### src/rtl/fir_mac_sequencer.sv
// Sequencer for a time-multiplexed FIR: clears the delay line, accepts samples, steps one shared MAC.
// Optional macro SYMMETRIC_FOLD_EN: symmetric folding, NUM_TAPS/2 steps with a second read address.
module fir_mac_sequencer #(
   parameter  int DATA_W   = 32,
   parameter  int ACC_W    = 32,
   parameter  int NUM_TAPS = 16,
   parameter  int MAC_LAT  = 2,
   localparam int ADDR_W   = $clog2(NUM_TAPS)
) (
   input  logic              clk,
   input  logic              reset,
   input  logic              in_valid,
   output logic              in_ready,
   input  logic [DATA_W-1:0] in_sample,
   output logic              sample_wr_en,
   output logic [ADDR_W-1:0] sample_wr_addr,
   output logic [DATA_W-1:0] sample_wr_data,
   output logic [ADDR_W-1:0] sample_rd_addr,
   output logic [ADDR_W-1:0] sample_rd_addr_b,
   output logic [ADDR_W-1:0] coeff_addr,
   output logic              mac_clear,
   output logic              mac_en,
   output logic              mac_last,
   input  logic [ACC_W-1:0]  acc_in,
   output logic              out_valid,
   input  logic              out_ready,
   output logic [ACC_W-1:0]  out_data,
   output logic              busy
);

`ifdef SYMMETRIC_FOLD_EN
   localparam int STEPS = NUM_TAPS / 2;
`else
   localparam int STEPS = NUM_TAPS;
`endif

   localparam int CNT_W = $clog2(NUM_TAPS + MAC_LAT + 1);

   localparam logic [CNT_W-1:0]  INIT_LAST  = CNT_W'(NUM_TAPS - 1);
   localparam logic [CNT_W-1:0]  STEP_LAST  = CNT_W'(STEPS - 1);
   localparam logic [CNT_W-1:0]  DRAIN_LAST = CNT_W'(MAC_LAT - 1);
   localparam logic [ADDR_W-1:0] LAST_ADDR  = ADDR_W'(NUM_TAPS - 1);
   localparam logic [ADDR_W:0]   N_EXT      = (ADDR_W + 1)'(NUM_TAPS);

   typedef enum logic [2:0] {
      ST_INIT,
      ST_IDLE,
      ST_MAC,
      ST_DRAIN,
      ST_OUT
   } state_t;

   state_t              state_q;
   logic [CNT_W-1:0]    step_q;
   logic [ADDR_W-1:0]   wr_ptr_q;
   logic [ADDR_W-1:0]   wr_ptr_d;
   logic [ADDR_W-1:0]   newest_q;
   logic                out_valid_q;
   logic [ACC_W-1:0]    out_data_q;
   logic [ADDR_W-1:0]   step_addr;

   // (a - b) mod NUM_TAPS with an explicit wrap, so non-power-of-two depths work.
   function automatic logic [ADDR_W-1:0] mod_sub(input logic [ADDR_W-1:0] a,
                                                 input logic [ADDR_W-1:0] b);
      logic [ADDR_W:0] diff;
      if (a >= b) diff = {1'b0, a} - {1'b0, b};
      else        diff = {1'b0, a} + N_EXT - {1'b0, b};
      return diff[ADDR_W-1:0];
   endfunction

   assign step_addr = step_q[ADDR_W-1:0];
   assign wr_ptr_d  = (wr_ptr_q == LAST_ADDR) ? '0 : wr_ptr_q + ADDR_W'(1);

   always_ff @(posedge clk) begin
      if (!reset) begin
         state_q     <= ST_INIT;
         step_q      <= '0;
         wr_ptr_q    <= '0;
         newest_q    <= '0;
         out_valid_q <= 1'b0;
         out_data_q  <= '0;
      end else begin
         case (state_q)
            ST_INIT: begin
               if (step_q == INIT_LAST) begin
                  step_q  <= '0;
                  state_q <= ST_IDLE;
               end else begin
                  step_q <= step_q + CNT_W'(1);
               end
            end
            ST_IDLE: begin
               if (in_valid) begin
                  newest_q <= wr_ptr_q;
                  wr_ptr_q <= wr_ptr_d;
                  step_q   <= '0;
                  state_q  <= ST_MAC;
               end
            end
            ST_MAC: begin
               if (step_q == STEP_LAST) begin
                  step_q  <= '0;
                  state_q <= ST_DRAIN;
               end else begin
                  step_q <= step_q + CNT_W'(1);
               end
            end
            ST_DRAIN: begin
               if (step_q == DRAIN_LAST) begin
                  step_q      <= '0;
                  out_data_q  <= acc_in;
                  out_valid_q <= 1'b1;
                  state_q     <= ST_OUT;
               end else begin
                  step_q <= step_q + CNT_W'(1);
               end
            end
            ST_OUT: begin
               if (out_ready) begin
                  out_valid_q <= 1'b0;
                  state_q     <= ST_IDLE;
               end
            end
            default: begin
               state_q <= ST_INIT;
               step_q  <= '0;
            end
         endcase
      end
   end

   // Strobes and addresses decode from registered state; held at zero while reset is asserted.
   always_comb begin
      in_ready         = 1'b0;
      sample_wr_en     = 1'b0;
      sample_wr_addr   = '0;
      sample_wr_data   = '0;
      sample_rd_addr   = '0;
      sample_rd_addr_b = '0;
      coeff_addr       = '0;
      mac_clear        = 1'b0;
      mac_en           = 1'b0;
      mac_last         = 1'b0;
      if (reset) begin
         case (state_q)
            ST_INIT: begin
               sample_wr_en   = 1'b1;
               sample_wr_addr = step_addr;
            end
            ST_IDLE: begin
               in_ready = 1'b1;
               if (in_valid) begin
                  sample_wr_en   = 1'b1;
                  sample_wr_addr = wr_ptr_q;
                  sample_wr_data = in_sample;
               end
            end
            ST_MAC: begin
               mac_en         = 1'b1;
               coeff_addr     = step_addr;
               sample_rd_addr = mod_sub(newest_q, step_addr);
               mac_clear      = (step_q == '0);
               mac_last       = (step_q == STEP_LAST);
`ifdef SYMMETRIC_FOLD_EN
               sample_rd_addr_b = mod_sub(newest_q, LAST_ADDR - step_addr);
`endif
            end
            default: ;
         endcase
      end
   end

   assign out_valid = out_valid_q;
   assign out_data  = out_data_q;
   assign busy      = (state_q != ST_IDLE);

endmodule

### config.mk
export PLATFORM = sky130hd
export DESIGN_NAME = fir_mac_sequencer
export DESIGN_NICKNAME = d
export VERILOG_FILES = /design/src/rtl/fir_mac_sequencer.sv
export SDC_FILE = /design/constraint.sdc
export NUM_CORES = 1
export LEC_CHECK = 0
export CORE_MARGIN = 3
export CORE_UTILIZATION = 37
export DETAILED_ROUTE_END_ITERATION = 10
export PLACE_DENSITY = 0.8
export SLEW_MARGIN = 20
export SYNTH_ARGS = -nofsm -noshare
export SYNTH_HDL_FRONTEND = slang
export SYNTH_SLANG_ARGS = --single-unit
### constraint.sdc
create_clock -name clk -period 2.5 [get_ports clk]
set_clock_uncertainty 0.2 [all_clocks]
set_input_delay 0.5 -clock clk [delete_from_list [all_inputs] [get_ports clk]]
set_output_delay 0.5 -clock clk [all_outputs]
set_load 0.01 [all_outputs]
# Word level (Yosys, flattened, before mapping)
# Cells that the tools add are included.
dict set report totals {
  inputBits 68
  wordCells 71
  out_inout_bits 87
  regBits 49
}
dict set report classes {
  order_cmp 1
  bitwise_logic 1
  addsub 5
  reduce_logical 9
  muxes 36
  n_eq_ne 13
}
# cell n
set op_table {}
lappend op_table {{2-to-1 mux 32 bit} 3}
lappend op_table {{2-to-1 mux 4 bit} 8}
lappend op_table {{case mux 5 bit (4 select lines)} 1}
lappend op_table {{2-to-1 mux 3 bit} 5}
lappend op_table {{2-to-1 mux 5 bit} 3}
lappend op_table {{case mux 3 bit (5 select lines)} 1}
lappend op_table {{2-to-1 mux 1 bit} 12}
lappend op_table {{inequality test 2 bit (second input constant)} 5}
lappend op_table {{adder 4 x 1 -> 4 bit (second input constant)} 2}
lappend op_table {{case mux 4 bit (2 select lines)} 1}
lappend op_table {{subtractor 4 bit} 2}
lappend op_table {{equality test 3 x 2 -> 1 bit (second input constant)} 2}
lappend op_table {{AND reduction 2 bit} 3}
lappend op_table {{adder 5 x 1 -> 5 bit (second input constant)} 1}
lappend op_table {{equality test 5 x 1 -> 1 bit (second input constant)} 1}
lappend op_table {{equality test 5 x 4 -> 1 bit (second input constant)} 1}
lappend op_table {{logical NOT 5 bit} 1}
lappend op_table {{AND reduction 5 bit} 1}
lappend op_table {{equality test 4 bit (second input constant)} 1}
lappend op_table {{greater-or-equal comparator 4 bit} 1}
lappend op_table {{case mux 1 bit (2 select lines)} 2}
lappend op_table {{equality test 3 x 1 -> 1 bit (second input constant)} 1}
lappend op_table {{equality test 3 bit (second input constant)} 1}
lappend op_table {{logical NOT 3 bit} 1}
lappend op_table {{5 further kinds} 5}

# Longest topological paths before layout
dict set report logic_depth {
  ltp_word 5
  ltp_mapped 8
  depth_no_buf 7
}

# Least setup slack after synthesis
# No wires, ideal clock.
dict set report synth_path {
  path_kind {input port to output port}
  from {in reset}
  to {out sample_rd_addr[0]}
  path_buffers 1
  t_required_ps 1800
  arrival_time_ps 1438
  path_slack_ps 362
  stages 4
  cell_sequence {inv_1 -> nor4b_1 -> clkbuf_1 -> nor2b_1}
}
dict set report synth_via {
  elab_chain_len 1
}
# element line
set synth_lines {}
lappend synth_lines {{from (decl)} 11} ;# input logic reset,
lappend synth_lines {{2-to-1 mux 4 bit} 144} ;# if (reset) begin
lappend synth_lines {{to (decl)} 18} ;# output logic [ADDR_W-1:0] sample_rd_addr,
# No other way between the ends.

# Final worst setup path
dict set report layout_path {
  from {reg state_q[2]}
  to {out sample_wr_data[3]}
}
dict set report layout_via {
  elab_chain_len 3
}
# element line
set layout_lines {}
lappend layout_lines {{from (decl)} 53} ;# state_t state_q;
lappend layout_lines {{from (signal assigned)} 76} ;# state_q <= ST_INIT;
lappend layout_lines {{from (signal assigned)} 87} ;# state_q <= ST_IDLE;
lappend layout_lines {{from (signal assigned)} 97} ;# state_q <= ST_MAC;
lappend layout_lines {{equality test 3 x 1 -> 1 bit} 145} ;# case (state_q)
lappend layout_lines {{2-to-1 mux 32 bit} 145}
lappend layout_lines {{2-to-1 mux 32 bit} 144}
lappend layout_lines {{to (decl)} 17} ;# output logic [DATA_W-1:0] sample_wr_data,
# No other way between the ends.

==> run summary <==
In this run the most critical hold path is launched from out_data[28]$_SDFFE_PN0P_. The worst setup path is captured at an output port. The signal on the critical path passes through nor2_4 > nand2_2 > nor2_4 > buf_6 > buf_12 > and2_1 > dlygate4sd2_1. The diode insertion count for antenna repair is 0. The relative slew slack came out at 0.6513. In this run the power density over the cells is 364.7 mW/mm2.

The worst setup path is of the register to output port kind. The async set or reset register ratio after synthesis came out at 0. The slew of the pin with the lowest slew margin came out at 0.5230 ns. The tool flagged a number of max-cap violations equal to 0. The post-synthesis instance total is 331.

The standby leakage power is 1.817 nW. The worst slack on hold paths came out at 0.2588 ns. The proportion of synthesized chip area in sequential cells came out at 0.3881. In this run the critical register-to-register path is launched from step_q[1]$_SDFFE_PN0P_. The multi-input logic area is 0.001425 mm2. The number of nets still failing antenna checks after routing is 0.

The worst slack after detailed placement came out at -0.5309 ns. The count of vias placed by the detailed router came out at 2,905. Synthesis inferred 49 register bits.

The total area inside the core boundary comes to 0.006495 mm2. The number of antenna violations at the first check in global routing is 0. The count of cells along the worst register-to-register path is 9. The critical-path maximum fanout is 16.

The total wire length is 8679 um. After detailed routing, the number of remaining DRC violations is 0. The critical path starts at state_q[2]$_SDFFE_PN0P_. The signal arrival time at the worst endpoint came out at 1.78 ns. The mean routed wirelength per cell came out at 14.91 um. The worst min-delay path category is register to register. The cell area after placement came out at 0.004189 mm2. The number of global-route vias before repair is 2,741. The number of placed instances, taps included, is 560. The met3 layer usage reported by global route is 0.06704.

The endpoint of the most critical register-to-register path is out_data[23]$_SDFFE_PN0P_. The buffer and inverter count on the worst path is 3. Measured along the y axis, the die boundary spans 88.65 um. The final setup violation count came out at 0. Of the cells placed in the final design, the portion with a size suffix greater than 1 is 0.1960. On the worst path, the slowest cell contributes a delay of 0.37 ns.

The clock transition at the registers of the reported paths came out at 0.09 ns. The number of hold violations in the final report is 0. The clock period could shrink to 2.481 ns.

The number of buffers on the longest clock path is 2. The library cells used most frequently in the layout, excluding fill and tap cells, are clkdlybuf4s50_1 (101), nand2_1 (82), a21oi_1 (47). TritonCTS built the clock tree. The final weighted congestion in routability-driven placement came out at 0.8481. The starting density of the core came out at 0.3891.

The first routing iteration left 163 violations. The critical path data required time came out at 1.80 ns. The flow ran to the end, and the final reports show no timing, DRC or antenna violations.

The launching element type of the critical path is a register. The largest net degree at the start of global routing came out at 49. The layer with the highest usage after global routing is met2. The number of hold buffers added after CTS came out at 0. The detailed-routing iteration count for the pre-antenna-repair pass came out at 4. In this run the core area contains 29 standard-cell rows. The clock tree root driver cell is clkbuf_8. The die area came out at 0.007859 mm2. For this design, the slowest cell found on the critical path is dfxtp_2.

The worst setup slack after layout came out at 0.01863 ns. In the synthesized netlist the dominant register cell turns out to be dfxtp_1. The number of nets at the end of the flow is 582. The clock latency on the worst-skew pair came out at 0.31 ns. The H-tree was split into 2 levels. The achievable clock frequency is 403.0 MHz.

The sequential cell area in the final layout came out at 988.4 um2. The CTS buffer count came out at 5. The horizontal die dimension came out at 88.65 um.

In the finished design, the share of the clock period the worst path needs comes to 0.9925. The final global-route overflow total came out at 0. The wire length of the first global-routing pass came out at 13,030 um. The synthesized area per cell came out at 7.636 um2. Summing all non-filler instances in the final layout gives an area of 0.004379 mm2.

The number of synthesized flops with an enable pin came out at 0. The layout overhead on the synthesized area came out at 73.27%. During synthesis, Yosys emitted a total of 0 warnings. Setup total negative slack on the finished layout was measured at 0 ns. The number of instances on the worst hold path came out at 2. The met2 global-route usage is 0.3731.

The global-route met1 utilization came out at 0.2309. The cell area that synthesis handed to floorplanning was 0.002527 mm2. IR analysis of the VDD net gives a maximum drop of 0.0003544 V.

The setup slack of the most critical reg-to-reg path came out at 0.38 ns. The library cell used most frequently in the layout, excluding fill and tap cells, is clkdlybuf4s50_1. The post-detailed-placement half-perimeter wirelength came out at 6248 um. The number of sinks handled by clock tree synthesis is 49. The kind of cell with the highest combined delay on the critical path is simple AND/OR/NAND/NOR gates. The overall routing resource usage came out at 0.2098. The filler cell count came out at 530. Setup repair after global routing could not meet its margin everywhere. The final max-slew violation count is 0. Counting distinct cell types in the post-synthesis netlist gives 37. The I/O pin total came out at 155. The count of input and output buffers is 150. The final cell count without fillers is 582. Using the TritonRoute via totals, the vias-per-cell ratio works out to 4.991.

The final core area utilization is 0.6742. The completed layout was analyzed and its total power is 1.597 mW. The endpoint with the worst hold slack is out_data[28]$_SDFFE_PN0P_. The dominant cell type by count on the critical path is nor2_4.
==> how the worst max path moves through the flow <==
stage / end / cells after the start / slack [ns]
global route: sample_wr_data[3] / 7 / -0.06
finish: sample_wr_data[3] / 7 / 0.02
floorplan: sample_rd_addr[0] / 4 / 0.36
detailed placement: sample_wr_data[31] / 7 / -0.53
global placement: sample_wr_data[31] / 7 / -0.50
CTS: sample_wr_data[13] / 8 / 0.006
==> registers in the layout, indices dropped and copies added (netlist names) <==
register and count:
wr_ptr_q 4, step_q 5, state_q 3, out_data 32
out_valid 1, newest_q 4
==> power breakdown <==
part | switching [mW] | internal [mW]
clock network | 0.275 | 0.256
registers | 0.00716 | 0.786
logic | 0.105 | 0.169
==> layout make-up <==
type	count	area share
repair buffers	190	0.3943
multi-input cells	248	0.3254
flip-flops and latches	49	0.2257
clock buffers	7	0.02200
well taps	77	0.02200
inverters	10	0.008571
clock inverters	1	0.002000
==> cell families after synthesis <==
logic type | count (synthesis) | share of synthesized area
adder cells (fa/ha/maj) | 10 | 0.05248
AO/OA/AOI/OAI | 61 | 0.1302
other | 1 | 0.001484
buffers and inverters | 37 | 0.07624
multiplexers | 3 | 0.01188
flip-flops | 49 | 0.3881
AND/OR/NAND/NOR | 167 | 0.3292
XOR/XNOR | 3 | 0.01040
==> worst register-to-register path, cell delays in order (launching register included) <==
cell,delay (ns)
dfxtp_2,0.34
inv_2,0.06
buf_4,0.12
buf_4,0.13
ha_1,0.14
nor4b_4,0.34
and4b_1,0.27
buf_4,0.23
nand2_1,0.09
a21oi_1,0.14
==> synth_stat cells, types with 4 or more instances <==
master | instances | area, um2
nand2_1 | 84 | 315.3
dfxtp_1 | 49 | 980.9
a21oi_1 | 47 | 235.2
and2_1 | 39 | 244.0
clkbuf_1 | 13 | 48.80
nor2_1 | 11 | 41.29
inv_1 | 10 | 37.54
nand3_1 | 10 | 50.05
ha_1 | 9 | 112.6
nor2b_1 | 6 | 37.54
o21ai_0 | 6 | 30.03
buf_4 | 5 | 37.54
buf_2 | 4 | 20.02
buf_6 | 4 | 45.04
==> layer usage <==
layer / vias up / wire length [um]
met3: 23 / 899
met1: 1335 / 3256
met4: 0 / 228
met2: 135 / 4294
met5: - / 0
li1: 1412 / -
==> repair_timing <==
| item | in CTS | in global routing |
|---|---|---|
| setup buffers | 10 | 1 |
| pin swaps | 6 | 3 |
| resized for setup | 83 | 66 |
| endpoints found under the setup margin | 49 | 43 |
| cloned | 3 | 0 |
Note: power is estimated with default switching activity, not from simulation.
